### src/rtl/lfsr_pkg.sv
// Shared types, primitive polynomials and the LFSR next-state function
// for the pseudo-random sequence generator and its checker-side users.
package lfsr_pkg;

    typedef enum logic [1:0] {
        IDLE = 2'd0,
        RUN  = 2'd1,
        DONE = 2'd2
    } lfsr_state_e;

    localparam logic [3:0]  LFSR_POLY4  = 4'h3;
    localparam logic [7:0]  LFSR_POLY8  = 8'h1D;
    localparam logic [15:0] LFSR_POLY16 = 16'h6801;

    // Operands are zero-extended to 64 bits so one function serves every width;
    // nbits selects the live portion and the result is masked back to it.
    function automatic logic [63:0] lfsr_next(
        input logic [63:0] q,
        input logic [63:0] poly,
        input logic        galois,
        input int          nbits
    );
        logic [63:0] nxt;
        logic [63:0] mask;
        logic        fb;
        nxt  = '0;
        fb   = 1'b0;
        mask = (64'd1 << nbits) - 64'd1;
        if (galois) begin
            nxt = q << 1;
            if (q[6'(nbits - 1)]) begin
                nxt = nxt ^ poly;
            end
        end else begin
            for (int i = 0; i < 64; i++) begin
                if (i < nbits && poly[6'(i)]) begin
                    fb = fb ^ q[6'(nbits - 1 - i)];
                end
            end
            nxt = (q << 1) | 64'(fb);
        end
        return nxt & mask;
    endfunction

endpackage

### src/rtl/lfsr_step.sv
// Combinational LFSR advance: one Fibonacci or Galois step of q_i.
module lfsr_step
    import lfsr_pkg::*;
#(
    parameter int               NBITS  = 16,
    parameter logic [NBITS-1:0] POLY   = LFSR_POLY16,
    parameter int               GALOIS = 0
) (
    input  logic [NBITS-1:0] q_i,
    output logic [NBITS-1:0] next_o
);

    assign next_o = NBITS'(lfsr_next(64'(q_i), 64'(POLY), GALOIS != 0, NBITS));

endmodule

### src/rtl/lfsr_seq_gen.sv
// LFSR sequence generator: seed load, run/stop control, target match,
// saturating step counter (also used to measure the sequence period).
module lfsr_seq_gen
    import lfsr_pkg::*;
#(
    parameter int               NBITS    = 16,
    parameter logic [NBITS-1:0] POLY     = 16'h6801,
    parameter int               GALOIS   = 0,
    parameter int               CNTW     = 32,
    parameter logic [NBITS-1:0] SEED_RST = NBITS'(1)
) (
    input  logic             clk,
    input  logic             rst,
    input  logic             load,
    input  logic [NBITS-1:0] seed,
    input  logic [NBITS-1:0] target,
    input  logic             start,
    input  logic             stop,
    output logic [NBITS-1:0] q,
    output logic             busy,
    output logic             match,
    output logic             done,
    output logic             timeout,
    output logic [CNTW-1:0]  steps
);

    lfsr_state_e      state_q, state_d;
    logic [NBITS-1:0] lfsr_q, lfsr_d;
    logic [CNTW-1:0]  steps_q, steps_d;
    logic             match_q, match_d;
    logic             timeout_q, timeout_d;

    logic [NBITS-1:0] lfsr_next_w;
    logic [CNTW-1:0]  steps_inc;
    logic             steps_sat;

    lfsr_step #(
        .NBITS  (NBITS),
        .POLY   (POLY),
        .GALOIS (GALOIS)
    ) u_step (
        .q_i    (lfsr_q),
        .next_o (lfsr_next_w)
    );

    assign steps_inc = steps_q + CNTW'(1);
    assign steps_sat = &steps_inc;

    always_comb begin
        // NOTE: every variable gets a default before any branch so no path leaves it unassigned (no latches).
        state_d   = state_q;
        lfsr_d    = lfsr_q;
        steps_d   = steps_q;
        match_d   = 1'b0;
        timeout_d = timeout_q;

        if (load) begin
            // A zero seed would lock the register at zero forever.
            lfsr_d    = (seed == '0) ? NBITS'(1) : seed;
            steps_d   = '0;
            timeout_d = 1'b0;
            state_d   = IDLE;
        end else begin
            unique case (state_q)
                IDLE, DONE: begin
                    if (start) begin
                        steps_d   = '0;
                        timeout_d = 1'b0;
                        state_d   = RUN;
                    end
                end
                RUN: begin
                    if (stop) begin
                        state_d = IDLE;
                    end else begin
                        lfsr_d  = lfsr_next_w;
                        steps_d = steps_inc;
                        if (lfsr_next_w == target) begin
                            match_d = 1'b1;
                            state_d = DONE;
                        end else if (steps_sat) begin
                            timeout_d = 1'b1;
                            state_d   = DONE;
                        end
                    end
                end
                default: state_d = IDLE;
            endcase
        end
    end

    always_ff @(posedge clk or posedge rst) begin
        if (rst) begin
            state_q   <= IDLE;
            lfsr_q    <= SEED_RST;
            steps_q   <= '0;
            match_q   <= 1'b0;
            timeout_q <= 1'b0;
        end else begin
            // NOTE: non-blocking assignments so every register samples the pre-edge values.
            state_q   <= state_d;
            lfsr_q    <= lfsr_d;
            steps_q   <= steps_d;
            match_q   <= match_d;
            timeout_q <= timeout_d;
        end
    end

    assign q       = lfsr_q;
    assign steps   = steps_q;
    assign match   = match_q;
    assign timeout = timeout_q;
    assign busy    = (state_q == RUN);
    assign done    = (state_q == DONE);

endmodule

### config.mk
export PLATFORM = sky130hd
export DESIGN_NAME = lfsr_seq_gen
export DESIGN_NICKNAME = d
export VERILOG_FILES = /design/src/rtl/lfsr_pkg.sv /design/src/rtl/lfsr_step.sv /design/src/rtl/lfsr_seq_gen.sv
export SDC_FILE = /design/constraint.sdc
export NUM_CORES = 1
export LEC_CHECK = 0
export CORE_MARGIN = 2
export CORE_UTILIZATION = 53
export CTS_BUF_LIST = sky130_fd_sc_hd__clkbuf_16
export CTS_CLUSTER_SIZE = 14
export DETAILED_ROUTE_END_ITERATION = 12
export GPL_TIMING_DRIVEN = 0
export PLACE_DENSITY = 0.87
export SKIP_LAST_GASP = 1
export SLEW_MARGIN = 20
export SYNTH_ARGS = -nofsm -noshare
export SYNTH_HDL_FRONTEND = slang
export SYNTH_SLANG_ARGS = --single-unit
### constraint.sdc
create_clock -name clk -period 8.92 [get_ports clk]
set_input_delay 1.784 -clock clk [delete_from_list [all_inputs] [get_ports clk]]
set_output_delay 1.784 -clock clk [all_outputs]
set_load 0.05 [all_outputs]
==> results of run 1 <==
==> where the power goes <==
group | total, uW | switching (uW) | leakage [uW] | internal, uW
Sequential | 268 | 19.7 | 0.000699 | 249
Combinational | 150 | 91.5 | 0.000957 | 58.9
Clock | 217 | 86.3 | 0.0000850 | 131
==> cell usage in the layout (no fill, tap or decap), drive strengths merged, types with 6 or more instances in the layout <==
cell type	instances
nor4	12
and3	7
dfrtp	51
nand4	13
clkdlybuf4s50	87
nor3	6
o31ai	9
buf	8
a22oi	7
clkbuf	21
nand2	56
xnor2	13
xor2	18
nor2	9
nand3	20
inv	8
a31oi	6
o21ai	57
mux2i	8
==> metrics by stage <==
step / power (uW) / setup slack [ns] / hold WS [ns] / instances
after floorplan: 358 / 5.71 / 0.485 / 368
after global placement: 416 / 4.91 / 0.490 / 530
after detailed placement: 421 / 4.87 / 0.489 / 531
after CTS: 635 / 5.17 / 0.514 / 539
after global routing: 653 / 4.97 / 0.550 / 539
final: 636 / 5.08 / 0.509 / 539
==> per-layer routing <==
metal  vias to the layer above  GRT usage  wire length [um]
li1                       1539          -                 -
met1                      1575      0.368              3810
met2                       214      0.506              4830
met3                        49     0.0630               779
met4                         0      0.203               497
met5                         -          0                 0
==> cell usage after synthesis (all sizes together), types with 8 or more instances <==
cell type,n,share of area
o21ai,57,0.087
nand2,56,0.064
dfrtp,51,0.39
nand3,20,0.036
xor2,18,0.048
clkbuf,16,0.025
nand4,13,0.027
xnor2,13,0.035
nor4,12,0.023
nor2,9,0.010
o31ai,9,0.022
mux2i,8,0.025
==> sequential cells by signal, indices dropped and copies added (netlist names) <==
| register | cells |
|---|---|
| timeout | 1 |
| q | 16 |
| state_q | 2 |
| steps | 32 |
| match | 1 |
==> cell families after synthesis <==
| kind of cell | Yosys count | share of synthesized area |
|---|---|---|
| mux | 9 | 0.0280 |
| simple gates | 141 | 0.228 |
| compound gates | 101 | 0.194 |
| buf+inv | 32 | 0.0591 |
| xor+xnor | 31 | 0.0832 |
| flops | 52 | 0.399 |
| fa+ha+maj | 2 | 0.00767 |
==> worst paths after layout <==
check,start,end,slack (ns),depth (start not counted)
min reg2reg,timeout,timeout,0.51,1
max in group asynchronous,rst,q[0],6.55,3
min,timeout,timeout,0.51,1
min in group asynchronous,rst,steps[3],1.79,2
max,stop,steps[18],5.08,5
max reg2reg,steps[0],timeout,5.69,8
==> worst register-to-register path, delay by kind of cell (launching register included) <==
kind            cells  cell delay, ns
fa+ha+maj           1            0.35
simple gates        4            1.58
flops               1            0.50
compound gates      3            0.73
==> layout make-up <==
class | count | area (sq um)
sequential | 52 | 1300
tap | 75 | 93.8
clock buffer | 5 | 125
inverter | 8 | 30.0
timing repair buffer | 88 | 891
multi-input combinational | 284 | 1770
clock inverter | 3 | 38.8
buffer | 24 | 163
fill | 432 | 1510
==> metrics.txt, run 1 <==
cts hold-fix bufs 0; placeable core area 0.00592 sq mm; final period utilization 0.431; Avg Cell Area, Syn between 8 and 9 sq um; worst-path fanout max 10; initial antenna violation count 0; Clock transition at path regs 0.07 ns; placed inst area between 0.004 and 0.005 sq mm; skew final 0.00402 ns; RePlAce Congestion roughly 0.94; Final Critical Period around 3.8 ns; fin. max-slew vios 0; vias per inst around 6.3; Tightest Pin Transition roughly 1.0 ns; Syn Inst Count ~370; Pwr Density 144 mW/mm^2; number of remaining DRC errors 0; delay-heaviest family, CP buffers and inverters; n_diodes 0; Synth Register Bits between 50 and 60; Layout area overhead 35.2%; IO Count 89; largest net degree at the start of global routing 36; DRT Pass-1 Iters 5; setup violators final 0; H-tree levels 2; status complete, no violations; CP Launch Type primary input; setup bufs post-CTS 0; max incr delay on CP about 0.89 ns; cts repair resizes 0; synth warn 0; CTS Buffer Depth 2; TritonCTS buffer count 5; crit end category flip-flop; starting density of the core 0.551; DR WL/cell around 18 um; Port-buffer cells 87; Die Ht between 80 and 90 um; RSZ-0062 raised after global routing no; Synth Net Count 407; Nets between 500 and 600; Async S/R FF share, synth 1.00; Max Cap Viol 0; CP arrival roughly 4 ns; DIE WIDTH 82.5 um; WP data required 9.13 ns; register area share after synthesis 0.399; vias in the first global route 3363; layout cells sized above 1 0.0625; Synth Flop Type dfrtp_1; DP HPWL ~7.4 mm; clock sinks 52; crit path cell chain clkdlybuf4s50_1, nor3_1, clkbuf_1, nand4_1, o21ai_0; Peak VDD IR roughly 0.11 mV; worst rel slew slack 0.295; TritonCTS clock tree built; mapped cell area roughly 0.0033 sq mm; GRT Util Overall 0.309; Post-synth EDFFs 0; Core Rows 28; static leakage ~0.0017 uW; first-pass GRT wire length approximately 16 mm; Root Buffer clkbuf_16; Hold Vio Cnt, Final 0; initial DRC count approximately 380; final instance area ~0.0044 sq mm; fmax 260 MHz; Crit-path slowest cell nor3_1; via count 3377; clk_lat worst skew a little under 0.3 ns; crit path kind primary input to flip-flop; Core Util, Final 0.745; worst path buffer plus inverter count 2; total wire length 9.92 mm; Unique masters post-synth 55; Fin Setup TNS 0 ns; die area roughly 0.0068 sq mm; Routed Antenna Nets 0; Hold WC Path Type flip-flop to flip-flop; GRT overflow 0
Note: power is estimated with default switching activity, not from simulation.
==> run 2, diff against run 1 <==
- CORE_UTILIZATION: 53 -> 49
- PLACE_DENSITY: 0.87 -> 0.81
- clock period: 8.92 -> 3.9 ns (I/O delays scaled with it)
==> metrics.txt, run 2 (synthesis results as in run 1) <==
Fin Setup TNS 0 ns (unchanged); Final Critical Period roughly 3.3 ns; filler cell count 521 (+21%); setup bufs post-CTS 0 (unchanged); first-pass GRT wire length 15.2 mm (-4.0%); H-tree levels 2 (unchanged); Nets 502 (unchanged); IO Count 89 (unchanged); die area 0.00733 sq mm (+7.8%); Hold WC Path Type flip-flop to flip-flop; n_diodes 0 (unchanged); DP HPWL 7.17 mm (-3.2%); final period utilization 0.845; clk_lat worst skew 0.29 ns (about the same); Layout area overhead 35.3% (about the same); placeable core area 0.00639 sq mm (+7.9%); crit end category flip-flop; Total Power 1450 uW (+130%); via count 3224 (-4.5%); Core Rows 29 (+3.6%); commonest non-fill, non-tap cell in the layout clkdlybuf4s50_1; cts hold-fix bufs 0 (unchanged); RSZ-0062 raised after global routing no; DIE WIDTH 85.6 um (+3.8%); RePlAce Congestion 0.950 (+0.84%); skew final 0.00612 ns (+0.00210 ns); crit path kind flip-flop to flip-flop; CP Launch Type flip-flop; Max Cap Viol 0 (unchanged); cts repair resizes 0 (unchanged); vias per inst 5.96 (-4.9%); initial DRC count 279 (-26%); Clock transition at path regs 0.07 ns (about the same); total wire length 9.40 mm (-5.3%); layout cells sized above 1 0.0625 (unchanged); vias in the first global route 3026 (-10%); DR WL/cell 17.4 um (-5.6%); WP data required 4.05 ns (-5.08 ns); setup violators final 0 (unchanged); Port-buffer cells 87 (unchanged); Hold Vio Cnt, Final 0 (unchanged); Routed Antenna Nets 0 (unchanged); clock sinks 52 (unchanged); worst-path fanout max 10 (unchanged); Peak VDD IR 0.263 mV (+140%); Largest register FFs 32 (unchanged); TritonCTS buffer count 5 (unchanged); fmax roughly 300 MHz; starting density of the core 0.511 (-0.0402); placed inst area 0.00425 sq mm (about the same); number of remaining DRC errors 0 (unchanged); static leakage 0.00174 uW (unchanged); Tightest Pin Transition 0.969 ns (-0.0798 ns); Core Util, Final 0.691 (-0.0539); final instance area 0.00441 sq mm (about the same); Pwr Density 328 mW/mm^2 (+130%); largest net degree at the start of global routing 35 (-2.8%); pre-CTS setup slack 0.669 ns (-4.21 ns); sequential cell area 0.00130 sq mm (unchanged); fin. max-slew vios 0 (unchanged); GRT Util Overall 0.259 (-0.0500); GRT overflow 0 (unchanged); initial antenna violation count 0 (unchanged); CTS Buffer Depth 2 (unchanged); setup ws final 0.603 ns (-4.47 ns); DRT Pass-1 Iters 5 (unchanged); CP arrival 3.45 ns (-0.60 ns); area of the multi-input gates 0.00177 sq mm (unchanged); worst rel slew slack 0.349 (+0.0536); Root Buffer clkbuf_16; Die Ht 85.6 um (+3.8%); TritonCTS clock tree built; commonest non-fill, non-tap cells in the layout clkdlybuf4s50_1 (87), nand2_1 (56), o21ai_0 (56), dfrtp_1 (51); status complete, no violations
## run 2: cell counts in the layout (fill, tap and decap cells not counted)
Identical to the previous run, type by type.
## run 2: cell type report
type,instances,area share
clock inverter,3,0.00879
clock buffer,5,0.0284
buffer,24,0.0369
tap,77,0.0218
timing repair buffer,88,0.202
inverter,8,0.00680
multi-input combinational,284,0.400
sequential,52,0.295
## run 2: through the flow
stage | hold slack [ns] | cells
final | 0.516 | 541
after global routing | 0.538 | 541
after CTS | 0.518 | 541
after detailed placement | 0.488 | 533
after global placement | 0.485 | 532
after floorplan | 0.485 | 368
## run 2: final timing paths
check	start	endpoint	slack, ns	depth (start not counted)
hold reg to reg	timeout	timeout	0.52	1
setup / recovery	steps[0]	state_q[0]	0.60	8
max in group asynchronous	rst	q[0]	2.51	3
setup reg to reg	steps[0]	state_q[0]	0.60	8
min in group asynchronous	rst	steps[7]	0.81	2
hold / removal	timeout	timeout	0.52	1
## run 2: worst max-delay path, stage by stage (launching register included)
cell       delay [ns]
dfrtp_1          0.53
ha_1             0.36
nand3_2          0.14
or4_4            0.59
or4_4            0.51
a2111oi_4        0.37
o2111ai_1        0.25
o31ai_2          0.32
o21ai_1          0.10
## run 2: report_power, final
group	total (uW)	internal, uW	switching [uW]
Clock	495	300	195
Combinational	342	135	207
Sequential	611	569	42.0
## run 2: per-layer routing
layer / up-vias / GRT usage / wire (um) / part of all wire
met5: - / 0 / 0 / 0
li1: 1536 / - / - / -
met2: 151 / 0.418 / 4500 / 0.48
met4: 0 / 0.0649 / 97 / 0.010
met3: 8 / 0.0414 / 633 / 0.067
met1: 1529 / 0.367 / 4170 / 0.44
==> run 3, diff against run 2 <==
- CORE_UTILIZATION: 49 -> 44
- PLACE_DENSITY: 0.81 -> 0.77
- clock period: 3.9 -> 2.9 ns (I/O delays scaled with it)
==> metrics.txt, run 3 (synthesis results as in run 1) <==
RePlAce Congestion 0.949 (about the same); Layout area overhead 38.1%; commonest non-fill, non-tap cell in the layout clkdlybuf4s50_1; Max Cap Viol 0 (unchanged); Hold WC Path Type flip-flop to flip-flop; GRT overflow 0 (unchanged); n_diodes 0 (unchanged); RSZ-0062 raised after global routing no; H-tree levels 2 (unchanged); die area 0.00812 sq mm (+11%); worst rel slew slack 0.385 (+0.0360); Routed Antenna Nets 0 (unchanged); CP arrival 2.95 ns (-0.50 ns); TritonCTS clock tree built; Clock Power Share 0.308 (-0.034); Root Buffer clkbuf_16; Core Rows 31 (+6.9%); setup violators final 0 (unchanged); Peak VDD IR 0.290 mV (+10%); placed inst area 0.00430 sq mm (+1.1%); largest net degree at the start of global routing 33 (-5.7%); cts hold-fix bufs 0 (unchanged); Non-Filler Instances 570 (+5.4%); initial DRC count 213 (-24%); sequential cell area 0.00131 sq mm (+0.67%); commonest non-fill, non-tap cells in the layout clkdlybuf4s50_1 (87), nand2_1 (56), o21ai_0 (56), dfrtp_1 (44); vias in the first global route 3285 (+8.6%); worst-path fanout max 8 (-2); clk_lat worst skew 0.29 ns (about the same); vias per inst 5.85 (-1.8%); Core Util, Final 0.625 (-0.0665); IO Count 89 (unchanged); Hold Vio Cnt, Final 0 (unchanged); sequential fraction of design power 0.443 (+0.021); Nets 509 (+1.4%); Fin Setup TNS 0 ns (unchanged); area of the multi-input gates 0.00180 sq mm (+1.7%); Comb pwr share 0.250 (+0.014); starting density of the core 0.452 (-0.0586); initial antenna violation count 0 (unchanged); Sw Pwr 599 uW (+35%); final instance area 0.00451 sq mm (+2.1%); layout cells sized above 1 0.0977 (+0.0352); Die Ht 90.1 um (+5.3%); via count 3337 (+3.5%); DIE WIDTH 90.1 um (+5.3%); crit end category flip-flop; Clock transition at path regs 0.07 ns (about the same); Int Power 1260 uW (+26%); CP Launch Type flip-flop; static leakage 0.00175 uW (+0.77%); filler cell count 636 (+22%); fin. max-slew vios 0 (unchanged); clock sinks 52 (unchanged); Largest register FFs 32 (unchanged); status complete, no violations; Final Critical Period 2.78 ns (-0.514 ns); switching share of power 0.322 (+0.0156); Post-Place Cells 555 (+4.1%); WP data required 3.06 ns (-0.99 ns); first-pass GRT wire length 16.3 mm (+6.9%); total wire length 9.75 mm (+3.7%); crit path kind flip-flop to flip-flop; DP HPWL 7.24 mm (+1.1%); TritonCTS buffer count 5 (unchanged); skew final 0.00684 ns (+0.000720 ns); Pwr Density 413 mW/mm^2 (+26%); final period utilization 0.960 (+0.114); DR WL/cell 17.1 um (-1.6%); GRT Util Overall 0.246 (-0.0132); placeable core area 0.00721 sq mm (+13%); Total Power 1860 uW (+28%); number of remaining DRC errors 0 (unchanged); Port-buffer cells 87 (unchanged); fmax 359 MHz (+18%); Tightest Pin Transition 0.915 ns (-0.0536 ns); DRT Pass-1 Iters 5 (unchanged); CTS Buffer Depth 2 (unchanged)
==> run 3: cell types whose count changed in the layout (fill, tap and decap cells not counted), sizes merged <==
cell	previous run	this run
buf	8	15
inv	8	9
bufinv	1	0
==> run 3: layer usage <==
layer,GRT usage,part of all wire
met3,0.0520,0.080
met2,0.416,0.49
met4,0.0846,0.020
met1,0.314,0.41
met5,0,0
==> run 3: worst paths after layout <==
path	startpoint	to	slack, ns	cells after the start
max in group asynchronous	rst	q[0]	1.68	3
setup reg to reg	steps[11]	state_q[0]	0.12	7
hold reg to reg	timeout	timeout	0.51	1
setup / recovery	steps[11]	state_q[0]	0.12	7
hold / removal	timeout	timeout	0.51	1
min in group asynchronous	rst	steps[3]	0.63	2
==> run 3: through the flow <==
step / setup WS, ns / hold WS (ns)
after CTS: -0.0223 / 0.515
after floorplan: 0.000853 / 0.485
final: 0.117 / 0.506
after detailed placement: -0.134 / 0.500
after global placement: -0.116 / 0.499
after global routing: 0.00477 / 0.546
==> run 3: area by class of cell <==
class | instances | share of cell area
well taps | 99 | 0.0275
multi-input cells | 284 | 0.399
inverters | 8 | 0.00666
plain buffers | 24 | 0.0364
flip-flops and latches | 52 | 0.291
clock buffers | 5 | 0.0278
clock inverters | 3 | 0.00250
repair buffers | 95 | 0.209
==> run 3: power groups by stage <==
stage | Sequential [uW] | Combinational, uW | Clock [uW]
3_5_place_dp | 835 | 462 | 0
5_1_grt | 828 | 498 | 613
2_1_floorplan | 948 | 154 | 0
4_1_cts | 823 | 465 | 577
3_3_place_gp | 834 | 447 | 0
6_report | 823 | 464 | 572
==> run 3: repair_timing <==
item	in CTS	in global routing
endpoints found under the setup margin	3	4
pin swaps	0	6
setup buffers	3	4
hold endpoints to repair	0	0
gates resized for setup	3	2
==> run 3: critical path: stages, from the launching register on <==
cell and delay [ns]:
dfrtp_1 0.50, nand4_2 0.13, or4_4 0.56, or4_4 0.50
a2111oi_4 0.37, o2111ai_2 0.21, o31ai_2 0.29, o21ai_1 0.08
